--- src/rtl/aes_pkg.sv ---
// rtl/aes_pkg.sv - shared AES widths, sequencer state type and s-box affine constant
package aes_pkg;

   localparam int BYTE_W      = 8;
   localparam int AES_STATE_W = 128;

   // S(0) of the forward s-box; handy as a known-answer value.
   localparam logic [7:0] SBOX_AFFINE_C = 8'h63;

   typedef enum logic [1:0] {
      IDLE = 2'd0,
      RUN  = 2'd1,
      DONE = 2'd2
   } seq_state_t;

endpackage

--- src/rtl/sub_bytes_sequencer.sv ---
// rtl/sub_bytes_sequencer.sv - streams a state byte by byte through a shared s-box and reassembles it
module sub_bytes_sequencer
   import aes_pkg::*;
#(
   parameter int BYTES = 16
) (
   input  logic                    clock,
   input  logic                    reset,
   input  logic                    in_valid,
   output logic                    in_ready,
   input  logic [BYTE_W*BYTES-1:0] in_state,
   output logic                    out_valid,
   input  logic                    out_ready,
   output logic [BYTE_W*BYTES-1:0] out_state,
   output logic                    sbox_in_valid,
   input  logic                    sbox_in_ready,
   output logic [BYTE_W-1:0]       sbox_in_data,
   input  logic                    sbox_out_valid,
   output logic                    sbox_out_ready,
   input  logic [BYTE_W-1:0]       sbox_out_data
);

   localparam int CNT_W = $clog2(BYTES + 1);
   localparam int IDX_W = (BYTES > 1) ? $clog2(BYTES) : 1;
   localparam logic [CNT_W-1:0] CNT_MAX  = CNT_W'(BYTES);
   localparam logic [CNT_W-1:0] CNT_LAST = CNT_W'(BYTES - 1);
   localparam logic [CNT_W-1:0] CNT_ONE  = CNT_W'(1);

   seq_state_t state_q;
   logic       in_ready_q;

   logic [BYTES-1:0][BYTE_W-1:0] src_q, src_d;
   logic [BYTES-1:0][BYTE_W-1:0] res_q, res_d;
   logic [CNT_W-1:0]             issue_cnt_q, issue_cnt_d;
   logic [CNT_W-1:0]             ret_cnt_q, ret_cnt_d;

   logic issue_pending;
   logic in_fire;
   logic issue_fire;
   logic ret_fire;

   // Handshake qualifiers; the counters saturate at BYTES so they never wrap.
   assign issue_pending = (state_q == RUN) && (issue_cnt_q < CNT_MAX);
   assign in_fire       = in_valid && in_ready_q;
   assign issue_fire    = issue_pending && sbox_in_ready;
   assign ret_fire      = (state_q == RUN) && sbox_out_valid && (ret_cnt_q < CNT_MAX);

   // Every output is decoded from registers only, so no input reaches an output combinationally.
   assign in_ready       = in_ready_q;
   assign out_valid      = (state_q == DONE);
   assign out_state      = res_q;
   assign sbox_in_valid  = issue_pending;
   assign sbox_in_data   = issue_pending ? src_q[issue_cnt_q[IDX_W-1:0]] : '0;
   assign sbox_out_ready = (state_q == RUN);

   // Next-state for source/result registers and the two independent counters.
   always_comb begin
      src_d       = src_q;
      res_d       = res_q;
      issue_cnt_d = issue_cnt_q;
      ret_cnt_d   = ret_cnt_q;
      if (in_fire) begin
         src_d       = in_state;
         issue_cnt_d = '0;
         ret_cnt_d   = '0;
      end
      if (issue_fire) begin
         issue_cnt_d = issue_cnt_q + CNT_ONE;
      end
      if (ret_fire) begin
         res_d[ret_cnt_q[IDX_W-1:0]] = sbox_out_data;
         ret_cnt_d                   = ret_cnt_q + CNT_ONE;
      end
   end

   // Datapath registers; reset discards any partial result.
   always_ff @(posedge clock or negedge reset) begin
      if (!reset) begin
         src_q       <= '0;
         res_q       <= '0;
         issue_cnt_q <= '0;
         ret_cnt_q   <= '0;
      end else begin
         src_q       <= src_d;
         res_q       <= res_d;
         issue_cnt_q <= issue_cnt_d;
         ret_cnt_q   <= ret_cnt_d;
      end
   end

   // Control FSM with registered in_ready, held low through reset and raised on the first edge after it.
   always_ff @(posedge clock or negedge reset) begin
      if (!reset) begin
         state_q    <= IDLE;
         in_ready_q <= 1'b0;
      end else begin
         case (state_q)
            IDLE: begin
               if (in_fire) begin
                  state_q    <= RUN;
                  in_ready_q <= 1'b0;
               end else begin
                  in_ready_q <= 1'b1;
               end
            end
            RUN: begin
               if (ret_fire && (ret_cnt_q == CNT_LAST)) begin
                  state_q <= DONE;
               end
            end
            DONE: begin
               if (out_ready) begin
                  state_q    <= IDLE;
                  in_ready_q <= 1'b1;
               end
            end
            default: begin
               state_q    <= IDLE;
               in_ready_q <= 1'b0;
            end
         endcase
      end
   end

endmodule

--- config.mk ---
export PLATFORM = sky130hd
export DESIGN_NAME = sub_bytes_sequencer
export DESIGN_NICKNAME = d
export VERILOG_FILES = /design/src/rtl/aes_pkg.sv /design/src/rtl/sub_bytes_sequencer.sv
export SDC_FILE = /design/constraint.sdc
export NUM_CORES = 1
export LEC_CHECK = 0
export CAP_MARGIN = 25
export CORE_MARGIN = 2
export CORE_UTILIZATION = 50
export CTS_CLUSTER_SIZE = 12
export DETAILED_ROUTE_END_ITERATION = 6
export PLACE_DENSITY = 0.81
export RECOVER_POWER = 25
export SLEW_MARGIN = 20
export SYNTH_ARGS = -nofsm -noshare
export SYNTH_HDL_FRONTEND = slang
export SYNTH_SLANG_ARGS = --single-unit
--- constraint.sdc ---
create_clock -name clock -period 1.93 [get_ports clock]
set_input_delay 0.2895 -clock clock [delete_from_list [all_inputs] [get_ports clock]]
set_output_delay 0.2895 -clock clock [all_outputs]
set_load 0.02 [all_outputs]
## Word level (Yosys, flattened, before mapping)

Index checks and enable logic that the tools add are counted.

| storage, ports and cells | value |
|---|---|
| bits in registers | 269 |
| input bits | 142 |
| output and inout bits | 140 |
| word-level logic and storage cells | 78 |

| cells by class | value |
|---|---|
| add/sub/neg operators | 2 |
| magnitude comparators | 5 |
| eq/ne operators | 6 |
| mux-type cells | 16 |
| bitwise gates (word level) | 1 |
| reductions and logical operators | 12 |

Operators with widths:

| operator | number |
|---|---|
| $bwmux W128 | 1 |
| $bmux W8 S4 | 1 |
| $demux W8 S4 | 1 |
| $mux W8 | 3 |
| $mux W5 | 3 |
| $add A5 B1 Y5 const B | 2 |
| $lt A4 B5 Y1 const B | 2 |
| $lt A5 B5 Y1 const B | 2 |
| $logic_and A1 B1 Y1 | 7 |
| $mux W2 | 3 |
| $pmux W2 S3 | 1 |
| $eq A5 B4 Y1 const B | 1 |
| $ge A4 B1 Y1 const B | 1 |
| $ne A2 B1 Y1 const B | 2 |
| $reduce_bool A2 Y1 | 2 |
| $pmux W1 S3 | 1 |
| $reduce_and A3 Y1 | 1 |
| $eq A2 B1 Y1 const B | 1 |
| $eq A2 B2 Y1 const B | 1 |
| $logic_not A2 Y1 | 1 |
| $mux W1 | 2 |
| $ne A2 B2 Y1 const B | 1 |
| $reduce_and A2 Y1 | 1 |
| $not A1 Y1 | 1 |

## Depth between registers and ports, before layout

| logic depth | value |
|---|---|
| depth in word-level cells | 6 |
| mapped depth | 6 |
| gate-level depth less buffers | 4 |

## Worst setup path before layout

No wires, ideal clock.

| path | value |
|---|---|
| path type | register -> output |
| from | reg state_q[1] |
| to | out sbox_in_data[6] |
| arrival | 1.809 ns |
| required time | 1.640 ns |
| setup slack | -0.168 ns |
| cell stages (with the launch flop) | 5 |
| path buffers | 1 |
| cell sequence | dfrtp_1 buf_6 nor3b_1 nand2_1 o22ai_1 |

| between the ends | value |
|---|---|
| longest elaborated chain between the ends | 3 |

RTL lines:

| what | line | text |
|---|---|---|
| start, declared | sub_bytes_sequencer.sv:29 | `seq_state_t state_q;` |
| start signal, assigned | sub_bytes_sequencer.sv:94 | `state_q <= IDLE;` |
| start signal, assigned | sub_bytes_sequencer.sv:100 | `state_q <= RUN;` |
| start signal, assigned | sub_bytes_sequencer.sv:108 | `state_q <= DONE;` |
| $eq A2 B1 Y1 | sub_bytes_sequencer.sv:43 | `assign issue_pending = (state_q == RUN) && (issue_cnt_q < CNT_MAX);` |
| $logic_and A1 B1 Y1 | sub_bytes_sequencer.sv:43 |  |
| net sbox_in_valid | sub_bytes_sequencer.sv:15 | `output logic sbox_in_valid,` |
| $mux W8 | sub_bytes_sequencer.sv:53 | `assign sbox_in_data = issue_pending ? src_q[issue_cnt_q[IDX_W-1:0]] : '0;` |
| end, declared | sub_bytes_sequencer.sv:17 | `output logic [BYTE_W-1:0] sbox_in_data,` |

The timed path passes the listed nets, and every way through them passes these cells.

## Worst setup path in the final report

| path | value |
|---|---|
| from | reg issue_cnt_q[0] |
| to | out sbox_in_data[0] |

| between the ends | value |
|---|---|
| longest elaborated chain between the ends | 3 |
| elaborated cells on any way between the ends | 5 |
| classes of those cells | order compare (1); mux (3); reduce/logical (1) |

RTL lines:

| what | line | text |
|---|---|---|
| start, declared | sub_bytes_sequencer.sv:34 | `logic [CNT_W-1:0] issue_cnt_q, issue_cnt_d;` |
| start signal, assigned | sub_bytes_sequencer.sv:86 | `issue_cnt_q <= issue_cnt_d;` |
| $bmux W8 S4 or $lt A5 B5 Y1 (tied branches) | sub_bytes_sequencer.sv:53, sub_bytes_sequencer.sv:43 |  |
| $mux W8 (not written as such) or $logic_and A1 B1 Y1 (tied branches) | sub_bytes_sequencer.sv:53, sub_bytes_sequencer.sv:43 |  |
| $mux W8 * | sub_bytes_sequencer.sv:53 |  |

Mark *: on every way between the ends. The rest lies on a longest branch, timed or not. The select of a mux whose other input is x is not followed.

==> summary.md <==
| Metric | Value |
|---|---|
| Max Fanout on Critical Path | `5` |
| HP Class | `primary input to flip-flop` |
| Logic pwr share | `39.2%` |
| Total grt overflow | `0` |
| Crit path arrival time | `2.23 ns` |
| Critical path type | `flip-flop to output port` |
| Net Count, Synth | `853` |
| Skew-Pair Late Insertion Delay | `0.53 ns` |
| Reg2reg start | `state_q[1]` |
| Switching power total | `0.00711 W` |
| Drt wl/cell | `22.0 um` |
| Share of flip-flops with an asynchronous set or reset | `100%` |
| Hold Worst Slack | `0.344 ns` |
| Setup slack after layout | `-0.588 ns` |
| Clock buffer depth | `3` |
| H-tree depth | `1` |
| Worst stage delay on the critical path | `0.48 ns` |
| Worst vdd ir | `1.10 mV` |
| Int Power | `0.0154 W` |
| Clock power frac | `23.8%` |
| Initial antenna violation count | `0` |
| Port Buffers | `281` |
| Switching share of power | `31.5%` |
| Synth Area per Inst | `17.0 um^2` |
| Vias in the first global route | `7,779` |
| Placer Congestion | `0.813` |
| Die X | `159 um` |
| CTS Buf Count | `29` |
| Share of cells above drive strength 1 | `37.3%` |
| Ant diodes | `0` |
| Min-delay src | `in_state[123]` |
| Post-synth top area share | `56.3%` |
| Most common library cells after synthesis | `dfrtp_1 (269), mux2_4 (128), mux2_2 (85)` |
| Status | `finished, violations left` |
| DR pass1 iterations | `4` |
| Core area | `23,500 um^2` |
| CTS root buf | `clkbuf_16` |
| Largest net degree at the start of global routing | `80` |
| Sequential power share | `37.0%` |
| Final Max Tran Viols | `0` |
| P&R area growth vs syn | `38.3%` |
| Fin crit period | `2.52 ns` |
| Initial Util | `50.9%` |
| Die height | `159 um` |
| Placed cell count | `1,317` |
| LEAKAGE | `7.48 nW` |
| Post-Layout Cell Count | `1,372` |
| Largest area contributor in the netlist | `dfrtp_1` |
| Final worst-path cycle share | `130%` |
| Failing checks | `negative setup slack` |
| Detailed placement HPWL | `21.5 mm` |
| Final Skew | `0.00541 ns` |
| Via/cell ratio | `5.35` |
| I/O Pins | `282` |
| Antenna viol nets, final | `0` |
| CP cell instances | `buf_12, buf_16, mux4_2, mux2i_1, o22ai_2, buf_6` |
| DRC viols | `0` |
| Worst Path Required | `1.64 ns` |
| Synth unique cells | `39` |
| Fin. Hold Viols | `0` |
| Final WL | `30.2 mm` |
| GR Util All Layers | `24.2%` |
| Post-Syn Area | `12,000 um^2` |
| Syn. warnings | `0` |
| Sequential-to-total area share from yosys stat | `56.3%` |
| Startpoint types | `flip-flop` |
| CTS tree | `done` |
| Fmax | `0.397 GHz` |
| Pwr/cell area | `1360 nW/um^2` |
| Final nets | `1,183` |
| Clock transition at path regs | `0.06 ns` |
| Rows | `56` |
| Crit path from | `issue_cnt_q[0]` |
| Drt initial violations | `337` |
| Nature of the critical path endpoint | `output port` |
| CTS Sinks | `269` |
| EDFF count, synth | `0` |
| Slowest-stage cell, CP | `mux4_2` |
| Max transition margin | `36.9%` |
| Count of state elements after synthesis | `269` |
| Mapped Cells | `705` |
| Die area | `25,200 um^2` |
| Max-Cap Viols | `0` |
| Final setup fails | `8` |
| RSZ-0062 raised after global routing | `true` |
| Vias | `7,334` |
| First-pass GRT wire length | `46.1 mm` |
| Largest cells by area after synthesis | `dfrtp_1 (56%), mux2_4 (16%), mux2_2 (8.0%)` |
| Most used flip-flop cell after synthesis | `dfrtp_1` |
| Most numerous cell in the Yosys netlist | `dfrtp_1` |
| Least-Margin Pin Slew | `0.947 ns` |
[final cells by class]
cell class | count | area (um^2)
Tap cell | 319 | 399
Timing Repair Buffer | 339 | 3410
Clock inverter | 7 | 60.1
Clock buffer | 42 | 865
Fill cell | 1569 | 6940
Multi-Input combinational cell | 390 | 5050
Sequential cell | 269 | 6730
Inverter | 6 | 22.5
[worst paths after layout]
path	to	slack, ns	cells after the start
max reg2reg	out_state[127]	0.13	5
min in group asynchronous	out_state[5]	0.45	2
min reg2reg	src_q[123]	0.48	1
max in group asynchronous	issue_cnt_q[0]	0.31	3
max	sbox_in_data[0]	-0.59	6
min	src_q[123]	0.34	2
[per-layer routing]
| layer | share of wire (%) | global-route usage (%) | vias to the layer above |
|---|---|---|---|
| met2 | 50 | 42.1 | 267 |
| met5 | 0 | 0 | - |
| met3 | 6.5 | 4.60 | 45 |
| met1 | 41 | 31.7 | 3785 |
| li1 | - | - | 3237 |
| met4 | 2.1 | 5.41 | 0 |
[per-stage QoR]
| stage | TNS, ns | utilization [%] | area, um^2 | power [W] | setup WS (ns) |
|---|---|---|---|---|---|
| finish | -4.37 | 70.5 | 16500 | 0.0225 | -0.588 |
| global route | -4.97 | 70.5 | 16500 | 0.0235 | -0.632 |
| CTS | -4.51 | 70.6 | 16600 | 0.0227 | -0.588 |
| detailed placement | -6.32 | 66.0 | 15500 | 0.0170 | -0.431 |
| global placement | -4.13 | 66.0 | 15500 | 0.0168 | -0.410 |
| floorplan | 0 | - | 12000 | 0.0133 | 0.0721 |
[power groups by stage]
stage | clock network, W | registers, W | logic [W]
2_1_floorplan | 0 | 0.00893 | 0.00432
3_3_place_gp | 0 | 0.00835 | 0.00845
3_5_place_dp | 0 | 0.00841 | 0.00863
4_1_cts | 0.00546 | 0.00833 | 0.00887
5_1_grt | 0.00568 | 0.00850 | 0.00933
6_report | 0.00537 | 0.00834 | 0.00883
[layout by cell type (no fill, tap or decap), drive strengths merged, types with 2 or more instances in the layout]
cell type | netlist | final
a22o | 2 | 2
and4bb | 2 | 2
buf | 28 | 66
clkbuf | 12 | 45
clkdlybuf4s50 | 0 | 269
clkinv | 0 | 6
dfrtp | 269 | 269
ha | 6 | 6
inv | 6 | 6
mux2 | 261 | 261
mux2i | 9 | 9
mux4 | 32 | 32
nand2 | 7 | 7
nand3 | 20 | 20
nor2 | 13 | 13
nor2b | 3 | 3
o21ai | 11 | 11
o22ai | 9 | 9
o31ai | 2 | 2
[critical path, delay by kind of cell, from the launching register on]
| kind | cells | cell delay (ns) |
|---|---|---|
| compound gates | 1 | 0.15 |
| flops | 1 | 0.44 |
| buf+inv | 3 | 0.42 |
| mux | 2 | 0.68 |
[timing repair]
action                                  4_1_cts  5_1_grt
endpoints found under the setup margin       11       10
resized for setup                            70        8
pin swaps                                     3        4
hold buffers                                  1        0
buffers inserted                              3        0
gates cloned                                  3        0
endpoints found under the hold margin        45        0
[registers in the layout (all words and copies together) (netlist names)]
signal and cells:
ret_cnt_q 5, issue_cnt_q 5, out_state 128, src_q 128, state_q 2, in_ready 1
[kinds of logic (layout without fill, tap and decap cells)]
family          Yosys count  in the layout  synth area share [%]
compound gates           27             27                  1.41
fa+ha+maj                 6              6                 0.628
buf+inv                  46            394                  2.00
flops                   269            269                  56.3
mux                     302            302                  35.4
simple gates             55             55                  4.27
No activity file was read; power rests on OpenSTA's default activity.
